File: config.mk
export PLATFORM = sky130hd
export DESIGN_NAME = multi_cycle_ctrl
export DESIGN_NICKNAME = d
export VERILOG_FILES = /design/src/rtl/multi_cycle_ctrl.sv
export SDC_FILE = /design/constraint.sdc
export NUM_CORES = 1
export LEC_CHECK = 0
export CORE_UTILIZATION = 44
export DETAILED_ROUTE_END_ITERATION = 8
export MAX_ROUTING_LAYER = met4
export PLACE_DENSITY = 0.76
export SLEW_MARGIN = 30
export SYNTH_ARGS = -nofsm -noshare
export SYNTH_HDL_FRONTEND = slang
export SYNTH_SLANG_ARGS = --single-unit
File: constraint.sdc
create_clock -name clk -period 1.84 [get_ports clk]
set_input_delay 0.46 -clock clk [delete_from_list [all_inputs] [get_ports clk]]
set_output_delay 0.46 -clock clk [all_outputs]
set_load 0.02 [all_outputs]
File: src/rtl/multi_cycle_ctrl.sv
// Multi-cycle RV32I control FSM: fetch, decode, exec, mem, writeback, with a sticky trap on illegal opcodes.
// Strobes are decoded from the registered state, except IRwrite and the SW-completion PCwrite, which pulse in the ack cycle.
module multi_cycle_ctrl #(
  parameter int CNT_WIDTH = 32
) (
  input  logic                 clk,
  input  logic                 rst_n,
  input  logic [31:0]          instr,
  output logic                 imem_req,
  input  logic                 imem_ack,
  output logic                 dmem_req,
  output logic                 dmem_we,
  input  logic                 dmem_ack,
  input  logic                 EQ,
  output logic [3:0]           ALUctrl,
  output logic                 ALUsrc,
  output logic [2:0]           ImmSrc,
  output logic                 IRwrite,
  output logic                 RegWrite,
  output logic [1:0]           ResultSrc,
  output logic                 PCwrite,
  output logic                 PCsrc,
  output logic                 illegal,
  output logic [CNT_WIDTH-1:0] retired
);

  typedef enum logic [2:0] {FETCH, DECODE, EXEC, MEM, WB, TRAP} state_t;
  typedef enum logic [2:0] {C_R, C_I, C_LW, C_SW, C_BR, C_LUI, C_JAL} cls_t;

  state_t      state, state_nxt;
  cls_t        cls_q, dec_cls;
  logic        started;
  logic [6:0]  ir_op, ir_f7;
  logic [2:0]  ir_f3;
  logic [3:0]  ctrl_q, dec_ctrl;
  logic        src_q, dec_src, bne_q;
  logic [2:0]  imm_q, dec_imm;
  logic        dec_illegal, retire;
  logic        unused_instr;

  // Register and immediate fields are consumed by the datapath, not here.
  assign unused_instr = ^{instr[24:15], instr[11:7]};

  function automatic logic [3:0] alu_op(input logic [2:0] f3, input logic alt);
    case (f3)
      3'b000:  alu_op = alt ? 4'b0001 : 4'b0000;
      3'b001:  alu_op = 4'b0010;
      3'b010:  alu_op = 4'b0011;
      3'b011:  alu_op = 4'b0100;
      3'b100:  alu_op = 4'b0101;
      3'b101:  alu_op = alt ? 4'b0111 : 4'b0110;
      3'b110:  alu_op = 4'b1000;
      default: alu_op = 4'b1001;
    endcase
  endfunction

  always_comb begin
    dec_cls     = C_R;
    dec_ctrl    = 4'b0000;
    dec_src     = 1'b0;
    dec_imm     = 3'b000;
    dec_illegal = 1'b0;
    case (ir_op)
      7'b0110011: begin
        dec_ctrl    = alu_op(ir_f3, ir_f7[5]);
        dec_illegal = !((ir_f7 == 7'h00) ||
                        ((ir_f7 == 7'h20) && ((ir_f3 == 3'b000) || (ir_f3 == 3'b101))));
      end
      7'b0010011: begin
        dec_cls     = C_I;
        dec_ctrl    = alu_op(ir_f3, (ir_f3 == 3'b101) && ir_f7[5]);
        dec_src     = 1'b1;
        dec_illegal = ((ir_f3 == 3'b001) && (ir_f7 != 7'h00)) ||
                      ((ir_f3 == 3'b101) && (ir_f7 != 7'h00) && (ir_f7 != 7'h20));
      end
      7'b0000011: begin
        dec_cls     = C_LW;
        dec_src     = 1'b1;
        dec_illegal = (ir_f3 != 3'b010);
      end
      7'b0100011: begin
        dec_cls     = C_SW;
        dec_src     = 1'b1;
        dec_imm     = 3'b001;
        dec_illegal = (ir_f3 != 3'b010);
      end
      7'b1100011: begin
        dec_cls     = C_BR;
        dec_ctrl    = 4'b0001;
        dec_imm     = 3'b010;
        dec_illegal = (ir_f3[2:1] != 2'b00);
      end
      7'b0110111: begin
        dec_cls  = C_LUI;
        dec_ctrl = 4'b1111;
        dec_src  = 1'b1;
        dec_imm  = 3'b011;
      end
      7'b1101111: begin
        dec_cls = C_JAL;
        dec_imm = 3'b100;
      end
      default: dec_illegal = 1'b1;
    endcase
  end

  // started keeps the fetch request low for the first cycle after reset release.
  always_ff @(posedge clk or negedge rst_n) begin
    if (!rst_n) begin
      state   <= FETCH;
      started <= 1'b0;
      ir_op   <= '0;
      ir_f3   <= '0;
      ir_f7   <= '0;
      cls_q   <= C_R;
      ctrl_q  <= '0;
      src_q   <= 1'b0;
      imm_q   <= '0;
      bne_q   <= 1'b0;
      retired <= '0;
    end else begin
      state   <= state_nxt;
      started <= 1'b1;
      if (IRwrite) begin
        ir_op <= instr[6:0];
        ir_f3 <= instr[14:12];
        ir_f7 <= instr[31:25];
      end
      if (state == DECODE) begin
        cls_q  <= dec_cls;
        ctrl_q <= dec_ctrl;
        src_q  <= dec_src;
        imm_q  <= dec_imm;
        bne_q  <= ir_f3[0];
      end
      if (retire) retired <= retired + {{(CNT_WIDTH-1){1'b0}}, 1'b1};
    end
  end

  always_comb begin
    state_nxt = state;
    imem_req  = 1'b0;
    dmem_req  = 1'b0;
    dmem_we   = 1'b0;
    IRwrite   = 1'b0;
    RegWrite  = 1'b0;
    ResultSrc = 2'b00;
    PCwrite   = 1'b0;
    PCsrc     = 1'b0;
    illegal   = 1'b0;
    retire    = 1'b0;
    ALUctrl   = 4'b0000;
    ALUsrc    = 1'b0;
    ImmSrc    = 3'b000;
    if ((state == EXEC) || (state == MEM) || (state == WB)) begin
      ALUctrl = ctrl_q;
      ALUsrc  = src_q;
      ImmSrc  = imm_q;
    end
    case (state)
      FETCH: begin
        imem_req = started;
        if (started && imem_ack) begin
          IRwrite   = 1'b1;
          state_nxt = DECODE;
        end
      end
      DECODE: state_nxt = dec_illegal ? TRAP : EXEC;
      EXEC: begin
        if (cls_q == C_BR) begin
          PCwrite   = 1'b1;
          PCsrc     = bne_q ? ~EQ : EQ;
          retire    = 1'b1;
          state_nxt = FETCH;
        end else if ((cls_q == C_LW) || (cls_q == C_SW)) begin
          state_nxt = MEM;
        end else begin
          state_nxt = WB;
        end
      end
      MEM: begin
        dmem_req = 1'b1;
        dmem_we  = (cls_q == C_SW);
        if (dmem_ack) begin
          if (cls_q == C_SW) begin
            PCwrite   = 1'b1;
            retire    = 1'b1;
            state_nxt = FETCH;
          end else begin
            state_nxt = WB;
          end
        end
      end
      WB: begin
        RegWrite  = 1'b1;
        PCwrite   = 1'b1;
        retire    = 1'b1;
        ResultSrc = (cls_q == C_LW) ? 2'b01 : ((cls_q == C_JAL) ? 2'b10 : 2'b00);
        PCsrc     = (cls_q == C_JAL);
        state_nxt = FETCH;
      end
      default: illegal = 1'b1;
    endcase
  end

endmodule

==> results of run 1 <==
-- routing by layer --
metal,wire length [um],up-vias,part of all wire
li1,-,1451,-
met1,3796,1431,0.47
met2,3999,58,0.49
met3,230,6,0.028
met4,102,0,0.013
met5,0,-,0
-- where the power goes --
group	internal (mW)	total, mW	switching (mW)
combinational	1.27	2.59	1.32
sequential	1.77	2.14	0.371
clock	0.509	1.01	0.506
total	3.55	5.74	2.20
-- worst max-delay path: cells and delay by family, from the launching register on --
family,cells,cell delay [ps]
DFF,1,460
buffers and inverters,3,320
and+or+nand+nor,2,450
-- per-stage QoR --
step / power, mW / area (um^2) / cells
final: 5.744 / 4936 / 576
after global routing: 6.128 / 4936 / 576
after CTS: 5.632 / 4756 / 572
after detailed placement: 4.532 / 4522 / 551
after global placement: 4.464 / 4522 / 551
after floorplan: 3.444 / 3342 / 342
-- kinds of logic after synthesis --
family	count (synthesis)	share of synthesized area
flip-flops	65	0.4896
adder cells (fa/ha/maj)	1	0.003766
multiplexers	3	0.009416
AND/OR/NAND/NOR	175	0.2825
XOR/XNOR	34	0.08964
buffers and inverters	21	0.02598
AO/OA/AOI/OAI	42	0.09793
other	1	0.001129
-- final cells by class --
type | count | area (um^2) | share of cell area
sequential | 65 | 1632 | 0.3305
timing repair buffer | 134 | 1195 | 0.2421
clock buffer | 11 | 141.4 | 0.02864
inverter | 7 | 26.28 | 0.005323
clock inverter | 4 | 20.02 | 0.004056
multi-input combinational | 256 | 1798 | 0.3643
tap | 99 | 123.9 | 0.02510
-- state kept, by name, summed over array words and instances (netlist names) --
register  flops
cls_q         3
imm_q         3
ir_f3         3
retired      32
started       1
src_q         1
ctrl_q        4
ir_f7         7
ir_op         7
state         3
bne_q         1
-- what timing repair did --
action,4_1_cts,5_1_grt
hold buffers,0,0
gates cloned,0,0
gates resized for setup,134,42
pin swaps,20,19
setup endpoints to repair,60,53
setup buffers,6,4
-- final timing paths --
| check | start | end | slack [ps] | cells after the start |
|---|---|---|---|---|
| max | state[0]$_DFFE_PN0P_ | IRwrite | -180 | 5 |
| min | rst_n | retired[26]$_DFFE_PN0P_ | 130 | 2 |
| max reg2reg | state[1]$_DFFE_PN0P_ | retired[28]$_DFFE_PN0P_ | -160 | 8 |
| min reg2reg | retired[31]$_DFFE_PN0P_ | retired[31]$_DFFE_PN0P_ | 470 | 1 |
| max in group asynchronous | rst_n | state[2]$_DFFE_PN0P_ | 1420 | 2 |
| min in group clk | retired[31]$_DFFE_PN0P_ | retired[31]$_DFFE_PN0P_ | 470 | 1 |
-- layout by cell type, fill, tap and decap left out, types with 4 or more instances in the layout --
master / Yosys / layout
sky130_fd_sc_hd__and3_1: 5 / 4
sky130_fd_sc_hd__and4_1: 5 / 5
sky130_fd_sc_hd__buf_2: 3 / 4
sky130_fd_sc_hd__buf_4: 1 / 59
sky130_fd_sc_hd__buf_6: 0 / 18
sky130_fd_sc_hd__clkbuf_8: 0 / 10
sky130_fd_sc_hd__clkdlybuf4s50_1: 0 / 22
sky130_fd_sc_hd__clkinv_2: 0 / 4
sky130_fd_sc_hd__dfrtp_1: 65 / 61
sky130_fd_sc_hd__dfrtp_2: 0 / 4
sky130_fd_sc_hd__dlygate4sd2_1: 0 / 23
sky130_fd_sc_hd__dlymetal6s2s_1: 0 / 7
sky130_fd_sc_hd__inv_1: 6 / 6
sky130_fd_sc_hd__nand2_1: 82 / 74
sky130_fd_sc_hd__nand2_2: 0 / 6
sky130_fd_sc_hd__nand3_1: 16 / 10
sky130_fd_sc_hd__nand3_2: 0 / 6
sky130_fd_sc_hd__nand4_1: 13 / 13
sky130_fd_sc_hd__nor2_1: 8 / 7
sky130_fd_sc_hd__nor2b_1: 13 / 11
sky130_fd_sc_hd__nor3_2: 1 / 4
sky130_fd_sc_hd__o21ai_0: 12 / 12
sky130_fd_sc_hd__xnor2_1: 25 / 22
sky130_fd_sc_hd__xor2_1: 9 / 9
==> results, run 1 <==
- The run finished, with violations left.
- The final reports fail on setup timing.
- The die outline area is roughly 7900 um^2.
- For the finished layout, the period the worst path requires is ~2000 ps.
- The post-DP HPWL is 5672 um.
- The peak supply drop is between 700 and 800 uV.
- The number of levels the H-tree was split into is 3.
- STA classifies the critical path startpoint as a flop.
- The number of sinks on the clock net is 65.
- The standby leakage power is about 2.4 nW.
- The count of unique library cells instantiated by Yosys is 58.
- TritonCTS built the clock tree.
- The starting DRC count in detailed routing is approximately 200.
- The clock slew at the register clock pins of the worst setup and hold paths is 80 ps.
- The number of nets in the final layout is around 510.
- The cell occurring most often along the worst timing path is sky130_fd_sc_hd__buf_6.
- The core area is around 7300 um^2.
- The buffer cell driving the clock tree root is sky130_fd_sc_hd__clkbuf_8.
- The total power per unit cell area is 1164 nW/um^2.
- The tool flagged a number of max-cap violations equal to 0.
- The leading cell type by number of instances after synthesis is sky130_fd_sc_hd__nand2_1.
- The routed layout has ~3k vias.
- The critical path capture point type is a primary output.
- The synthesized cell area is 3322 um^2.
- The first global-routing pass estimated 12810 um of wire.
- The number of global-route vias before repair was about 2.8k.
- The most heavily used metal layer in global routing is met2.
- The initial antenna violation count came to 0.
- Setup slack on the critical path of the routed design comes to -180.1 ps.
- The clock reaches the later pin of the worst-skew pair after approximately 330 ps.
- The starting density of the core is 0.4556.
- The critical path is of the flop to primary output type.
- The global routing met3 resource utilization is 0.03139.
- The worst-case clock buffer depth is 2.
- Ranked by total cell area, the synthesized netlist is headed by sky130_fd_sc_hd__dfrtp_1 (49%), sky130_fd_sc_hd__nand2_1 (9.3%), sky130_fd_sc_hd__xnor2_1 (6.6%).
- In the routed layout, each cell is associated on average with a via count of approximately 5.1.
- The total CTS buffers is 9.
- The max-slew violation count came to 0.
- The number of search-and-repair iterations in the first detailed-routing pass is 4.
- The hold violation total from the final report is 0.
- Setup repair after global routing could not meet its margin everywhere.
- The required time at the worst-slack endpoint is roughly 1400 ps.
- In the global route stage, overall resource usage came out at 0.2177.
- Of the post-synthesis cell area, the dominant cell type holds 0.4896.
- Traced cell by cell, the critical path runs through buf_6 -> nor4b_4 -> nand2_2 -> inv_2 -> buf_6.
- The tightest hold path in the finished design has a slack of around 130 ps.
- In this run, synthesis produced a sequential element count of 65.
- Counting every net in the synthesized netlist gives 380.
- Global routing finished with a remaining overflow of 0.
- For this design, the slowest cell found on the critical path is sky130_fd_sc_hd__dfrtp_2.
- The number of endpoints failing setup at the final stage is 34.
- In this run the worst hold path is classified as primary input to asynchronous set/reset pin.
- sky130_fd_sc_hd__dfrtp_1 takes more of the synthesized area than any other cell.
- During placement, the flow inserted port buffers numbering roughly 70.
- On the worst path, the slowest cell contributes a delay of about 460 ps.
- The die is between 80 and 90 um wide.
- The remaining design rule violation count is 0.
- Pin placement for this block handled 87 I/O pins.
- The critical path arrival is between 1500 and 2000 ps.
- The synthesized netlist cell count is roughly 340.
- OpenSTA, run right after detailed placement, puts the worst setup slack at -696.8 ps.
- The number of enable-type register cells in the synthesized netlist is 0.
- In the final routed layout, each cell accounts on average for between 10 and 15 um.
- The number of inserted filler cells in the final layout is between 600 and 700.
- Summed over all layers, the routed wires come to ~8100 um.
- The growth of design area from synthesis to finish is 48.59%.
- From bottom edge to top edge, the die measures approximately 90 um.
- The floorplan has 31 rows.
- The number of diodes added for antenna fixing is 0.
- Ranked by instance count, the synthesized netlist is headed by sky130_fd_sc_hd__nand2_1 (82), sky130_fd_sc_hd__dfrtp_1 (65), sky130_fd_sc_hd__xnor2_1 (25).
- The fraction of registers with async set/reset is 1.000.
- The summed negative setup slack over all endpoints is -3653 ps.
- The most frequently used flop master after synthesis is sky130_fd_sc_hd__dfrtp_1.
- The met2 usage is 0.3231.
- The maximum clock rate is ~500 MHz.
- The met1 track utilization from global routing is 0.3056.
- The setup skew after layout is approximately 12 ps.
- Once layout is complete, the utilization of the core stands at 0.6769.
- The per-instance average area after synthesis is 9.713 um^2.
- The sequential cell area fraction in the yosys report is 0.4896.
- The count of nets left with antenna violations after detail routing is 0.
- Entering global routing, the biggest net connects 66 pins.
- The fraction of layout cells with a size suffix above 1 is 0.3082.
- The number of warning messages in the yosys log is 0.
- In this run the worst path has a maximum fanout of 4.
- Routability-driven placement finished with a final weighted congestion of 0.8391.
- The part of the cycle the worst path needs is 1.098.
Note: power is estimated with default switching activity, not from simulation.
==> run 2: changes to the inputs <==
- PLACE_DENSITY: 0.76 -> 0.72
- TNS_END_PERCENT: unset -> 30
==> run 2 against run 1 <==
The run still ends with setup timing left. Sequential power about the same. Register-to-register slack got worse by 50 ps. Sequential share of layout area increased by 0.25 points. Routed wire length decreased by 1.3%. Non-clock buffer count decreased by 7. Critical path depth decreased by 1. Die area unchanged. Global-route usage increased by 0.55 points. Critical path type unchanged.
==> results, run 2 (same netlist as run 1, synthesis figures left out) <==
- The run finished, with violations left.
- The checks that failed: setup timing.
- The starting density of the core is 0.4556 (unchanged).
- The path depth of the worst reg2reg path is 8 (unchanged).
- The number of nets in the final layout is 504 (-1.4%).
- The maximum number of pins on one net before global-route repair is 66 (unchanged).
- The register-to-register setup slack came to -210 ps (-50 ps).
- The max-cap check violation count is 0 (unchanged).
- The number of inserted filler cells in the final layout is 617 (+1.8%).
- The number of sinks on the clock net is 65 (unchanged).
- The maximum clock rate is 485.4 MHz (-1.9%).
- The part of the cycle the worst path needs came to 1.120 (+0.02175).
- The cell row count is 31 (unchanged).
- The starting DRC count in detailed routing is 108 (-46%).
- In this run the critical register-to-register path is launched from state[2]$_DFFE_PN0P_.
- The post-route core utilization is 0.6712 (-0.005663).
- The flip-flop count of the largest register after layout is 32 (unchanged).
- The clock slew at the register clock pins of the worst setup and hold paths was 70 ps (about the same).
- The number of search-and-repair iterations in the first detailed-routing pass is 4 (unchanged).
- The total grt overflow is 0 (unchanged).
- The buffer cell driving the clock tree root is sky130_fd_sc_hd__clkbuf_8.
- The post-DP HPWL was 5660 um (-0.21%).
- The insertion delay of the later-clocked pin in the worst-skew pair was 340 ps (about the same).
- The number of diodes added for antenna fixing is 0 (unchanged).
- In this run the worst setup path begins at state[1]$_DFFE_PN0P_.
- The count of hold-fix buffers inserted at cts is 0 (unchanged).
- The last weighted congestion value of the routability-driven placer was 0.8462 (+0.85%).
- The total power per unit cell area is 1193 nW/um^2 (+2.5%).
- The type of element launching the critical path is a flop.
- The worst slack after detailed placement came to -725.0 ps (-28.22 ps).
- STA classifies the critical path endpoint as a primary output.
- The port buffer count was 71 (unchanged).
- The total power of the final layout is 5.838 mW (+1.6%).
- The final worst setup slack is -220.1 ps (-40.01 ps).
- The first-pass GRT wire length came to 12970 um (+1.2%).
- Compared with the post-synthesis result, the final layout area differs by 47.34%.
- The critical path goes through nor3b_4 -> buf_6 -> and4b_1 -> buf_6.
- The placed cell area was 4507 um^2 (-0.33%).
- The largest registers in the layout are retired (32), ir_f7 (7), ir_op (7).
- The height of the die is 88.89 um (unchanged).
- The worst hold slack across all endpoints is 122.6 ps (-5.456 ps).
- The category of the most critical setup path is flop to primary output.
- The all-layer global routing usage was 0.2232 (+0.005479).
- The setup skew after layout is 6.786 ps (-5.192 ps).
- The number of non-filler instances in the completed layout came to 570 (-1.0%).
- The highest-delay cell along the critical path is sky130_fd_sc_hd__dfrtp_2.
- The total CTS buffers is 9 (unchanged).
- The total length of routed wires came to 8022 um (-1.3%).
- The summed negative setup slack over all endpoints came to -5010 ps (-1357 ps).
- The mean number of vias per cell is 5.165 (+0.98%).
- The required time at the worst-slack endpoint is 1380 ps (about the same).
- Counting flops per register, the top entry is retired.
- The peak supply drop is 779.8 uV (+6.7%).
- The number of endpoints failing setup at the final stage is 41 (+21%).
- The floorplan die width is 88.89 um (unchanged).
- The core area is 7292 um^2 (unchanged).
- Setup repair after global routing could not meet its margin everywhere.
- The overall via count from detail_route came to 2944 (-0.068%).
- The initial antenna violation count is 0 (unchanged).
- The standby leakage power is 2.304 nW (-4.0%).
- The hold violation total from the final report is 0 (unchanged).
- The average wire per standard cell was 14.07 um (-0.28%).
- The max-slew violation count is 0 (unchanged).
- In this run the worst hold path is classified as primary input to asynchronous set/reset pin.
- The reg-to-reg endpoint is retired[23]$_DFFE_PN0P_.
- The remaining design rule violation count was 0 (unchanged).
- The critical path arrival was 1600 ps (+40 ps).
- The final standard cell area without fillers is 4895 um^2 (-0.84%).
- In the layout the commonest cells are sky130_fd_sc_hd__nand2_1 (78), sky130_fd_sc_hd__dfrtp_1 (62), sky130_fd_sc_hd__buf_4 (53).
- The worst-case clock buffer depth is 2 (unchanged).
- The leading cell type in the layout, fill and taps excluded is sky130_fd_sc_hd__nand2_1.
- The final critical-path required period is 2060 ps (+40.01 ps).
- The number of levels the H-tree was split into was 3 (unchanged).
- The maximum fanout along the worst path is 7 (+3).
- The fraction of layout cells with a size suffix above 1 is 0.2845 (-0.02368).
- The delay of the slowest cell on the worst path is 500 ps (+40 ps).
- The number of buffer and inverter instances along the worst setup path is 2 (-1).
- On the critical path the largest part of the delay comes from flip-flops.
- The number of top-level design ports came to 87 (unchanged).
- The cell occurring most often along the worst timing path is sky130_fd_sc_hd__buf_6.
- The total placed cells including tap cells came to 548 (-0.54%).
- The die outline area was 7901 um^2 (unchanged).
- TritonCTS built the clock tree.
- The number of global-route vias before repair is 2779 (+0.18%).
- The count of nets left with antenna violations after detail routing is 0 (unchanged).
==> run 2: final cells by class <==
cell class	count	area, um^2	share of cell area
Multi-Input combinational cell	256	1780	0.3638
Sequential cell	65	1630	0.3331
Timing Repair Buffer	127	1160	0.2370
Clock buffer	13	158.9	0.03246
Tap cell	99	123.9	0.02531
Inverter	7	26.28	0.005368
Clock inverter	3	15.01	0.003067
==> run 2: how the worst max path moves through the flow <==
stage | endpoint | slack [ps] | cells past startpoint
global route | retired[26]$_DFFE_PN0P_ | -320 | 8
floorplan | IRwrite | -250 | 5
global placement | PCsrc | -660 | 6
finish | ResultSrc[1] | -220 | 4
detailed placement | PCsrc | -730 | 6
CTS | PCsrc | -240 | 5
==> run 2: per-layer routing <==
layer  wire [um]  GRT usage  part of all wire  vias up
li1            -          -                 -     1437
met1        3704     0.2993              0.46     1419
met2        3869     0.3413              0.48       76
met3         334    0.04524             0.042       12
met4         114    0.07038             0.014        0
met5           0          -                 0        -
==> run 2: repair_timing <==
| item | 4_1_cts | 5_1_grt |
|---|---|---|
| endpoints found under the setup margin | 66 | 57 |
| setup buffers | 5 | 3 |
| pin swaps | 18 | 14 |
| gates resized for setup | 146 | 31 |
==> run 2: where the power goes <==
group	total (mW)	internal [mW]	switching, mW	leakage, nW
sequential	2.14	1.77	0.370	0.821
clock	1.09	0.557	0.529	0.0932
combinational	2.62	1.29	1.33	1.39
total	5.84	3.61	2.23	2.30
==> run 3: changes to the inputs <==
- CORE_MARGIN: unset -> 3
==> run 3 against run 2 <==
The run still ends with setup timing left. Core utilization increased by 0.48 points. Combinational power increased by 2%. Final area increased by 0.72%. Non-clock buffer count increased by 4. Sequential share of layout area decreased by 0.24 points. Clock power increased by 27%. Register-to-register slack improved by 20 ps. Highest routed layer unchanged.
==> results, run 3 (same netlist as run 1, synthesis figures left out) <==
- The number of endpoints failing setup at the final stage is 37 (-9.8%).
- The max-cap check violation count is 0 (unchanged).
- The worst register-to-register path ends at retired[26]$_DFFE_PN0P_.
- The initial antenna violation count is 0 (unchanged).
- The total grt overflow is 0 (unchanged).
- The max-slew violation count is 0 (unchanged).
- The final standard cell area without fillers came to 4930 um^2 (+0.72%).
- The number of top-level design ports is 87 (unchanged).
- The total CTS buffers came to 9 (unchanged).
- The total length of routed wires came to 8301 um (+3.5%).
- The remaining design rule violation count was 0 (unchanged).
- The first-pass GRT wire length was 13610 um (+4.9%).
- The combined flip-flop and latch cell area is 1630 um^2 (unchanged).
- The count of nets left with antenna violations after detail routing was 0 (unchanged).
- The number of levels the H-tree was split into is 3 (unchanged).
- The register-to-register setup slack is -190 ps (+20 ps).
- The height of the die came to 92.89 um (+4.5%).
- The maximum number of pins on one net before global-route repair is 66 (unchanged).
- The worst hold slack across all endpoints is 117.4 ps (-5.182 ps).
- The growth of design area from synthesis to finish is 48.40%.
- The total placed cells including tap cells is 550 (+0.36%).
- TritonCTS built the clock tree.
- The post-route core utilization is 0.6760 (+0.004805).
- The type of the most critical hold path is primary input to asynchronous set/reset pin.
- Setup repair after global routing could not meet its margin everywhere.
- The average wire per standard cell is 14.46 um (+2.8%).
- The number of diodes added for antenna fixing is 0 (unchanged).
- The number of non-filler instances in the completed layout came to 574 (+0.70%).
- The insertion delay of the later-clocked pin in the worst-skew pair was 340 ps (about the same).
- The number of nets in the final layout is 508 (+0.79%).
- The total length of routed met2 wires is 3991 um (+3.2%).
- The final critical-path required period is 2054 ps (-5.665 ps).
- The maximum clock rate is 486.8 MHz (+0.28%).
- The maximum fanout along the worst path is 6 (-1).
- The standby leakage power is 2.377 nW (+3.2%).
- In the layout the commonest cells are sky130_fd_sc_hd__nand2_1 (80), sky130_fd_sc_hd__dfrtp_1 (62), sky130_fd_sc_hd__buf_4 (56).
- The last weighted congestion value of the routability-driven placer is 0.8062 (-4.7%).
- The startpoint identified for the worst register-to-register timing path is state[2]$_DFFE_PN0P_.
- The highest layer used for signal routing is met4.
- The worst setup path is captured at a primary output.
- The flow ran to the end, but the final reports show violations.
- The type of element launching the critical path is a flop.
- The largest registers in the layout are retired (32), ir_f7 (7), ir_op (7).
- The largest register by flop count is retired.
- The detailed route wirelength on metal3 was 294 um (-12%).
- The all-layer global routing usage came to 0.2032 (-0.02004).
- Leaving out fill and tap cells, the most frequent cell in the layout is sky130_fd_sc_hd__nand2_1.
- The setup skew after layout is 9.043 ps (+2.257 ps).
- The number of global-route vias before repair is 2864 (+3.1%).
- The total power per unit cell area came to 1252 nW/um^2 (+5.0%).
- The peak supply drop came to 930.8 uV (+19%).
- The number of sinks on the clock net came to 65 (unchanged).
- The final reports fail on setup timing.
- The clock slew at the register clock pins of the worst setup and hold paths is 70 ps (about the same).
- The overall via count from detail_route is 2943 (-0.034%).
- The worst-case clock buffer depth is 2 (unchanged).
- The cell row count is 31 (unchanged).
- The met1 wire length is 3867 um (+4.4%).
- The critical path arrival is 1590 ps (about the same).
- The core area is 7292 um^2 (unchanged).
- The flip-flop count of the largest register after layout is 32 (unchanged).
- The final worst setup slack is -214.4 ps (+5.665 ps).
- The post-DP HPWL is 5776 um (+2.0%).
- The buffer cell driving the clock tree root is sky130_fd_sc_hd__clkbuf_8.
- The floorplan die width is 92.89 um (+4.5%).
- The mean number of vias per cell is 5.127 (-0.73%).
- The summed negative setup slack over all endpoints is -4814 ps (+196.1 ps).
- The hold violation total from the final report is 0 (unchanged).
- The placed cell area is 4509 um^2 (about the same).
- The number of search-and-repair iterations in the first detailed-routing pass is 4 (unchanged).
- The path depth of the worst reg2reg path is 8 (unchanged).
- The starting density of the core was 0.4556 (unchanged).
- The starting DRC count in detailed routing is 168 (+56%).
- The number of inserted filler cells in the final layout was 618 (+0.16%).
- The part of the cycle the worst path needs came to 1.117 (-0.003079).
- The port buffer count was 71 (unchanged).
- The required time at the worst-slack endpoint was 1380 ps (about the same).
- The total area of multi-input combinational cells came to 1728 um^2 (-3.0%).
- The die outline area came to 8629 um^2 (+9.2%).
- By startpoint and endpoint, the worst setup path is classified as flop to primary output.
- The fraction of layout cells with a size suffix above 1 is 0.2737 (-0.01082).
[run 3: final cells by class]
cell class	count	share of cell area
multi-input cells	256	0.3505
flip-flops and latches	65	0.3307
repair buffers	131	0.2414
clock buffers	11	0.03071
well taps	99	0.02513
clock inverters	5	0.01574
inverters	7	0.005838
[run 3: power by group]
group | internal (mW) | switching [mW]
clock | 0.832 | 0.549
sequential | 1.77 | 0.361
combinational | 1.29 | 1.37
[run 3: metrics by stage]
| step | worst slack (ps) | total power [mW] |
|---|---|---|
| after global routing | -291.1 | 6.551 |
| after CTS | -195.2 | 6.048 |
| after floorplan | -249.2 | 3.439 |
| after global placement | -652.5 | 4.524 |
| final | -214.4 | 6.174 |
| after detailed placement | -736.4 | 4.574 |
[run 3: timing repair]
action	4_1_cts	5_1_grt
resized for setup	140	25
endpoints found under the setup margin	57	57
cloned	0	0
buffers inserted	5	4
hold buffers	0	0
pin swaps	18	8
[run 3: how the worst max path moves through the flow]
stage / to / startpoint / slack, ps / cells past startpoint
CTS: ALUsrc / state[1]$_DFFE_PN0P_ / -200 / 5
finish: ResultSrc[1] / state[1]$_DFFE_PN0P_ / -210 / 4
global route: retired[23]$_DFFE_PN0P_ / state[1]$_DFFE_PN0P_ / -290 / 8
global placement: PCsrc / EQ / -650 / 6
floorplan: IRwrite / state[0]$_DFFE_PN0P_ / -250 / 5
detailed placement: PCsrc / EQ / -740 / 6
[run 3: worst max-delay path: stages, from the launching register on]
cell	delay (ps)
sky130_fd_sc_hd__dfrtp_2	480
sky130_fd_sc_hd__nor3b_4	270
sky130_fd_sc_hd__buf_4	170
sky130_fd_sc_hd__and4b_1	200
sky130_fd_sc_hd__buf_6	120
[run 3: layer usage]
metal  GRT usage  vias up
li1            -     1447
met1      0.2785     1422
met2      0.2987       65
met3     0.03249        9
met4     0.08913        0
met5           -        -
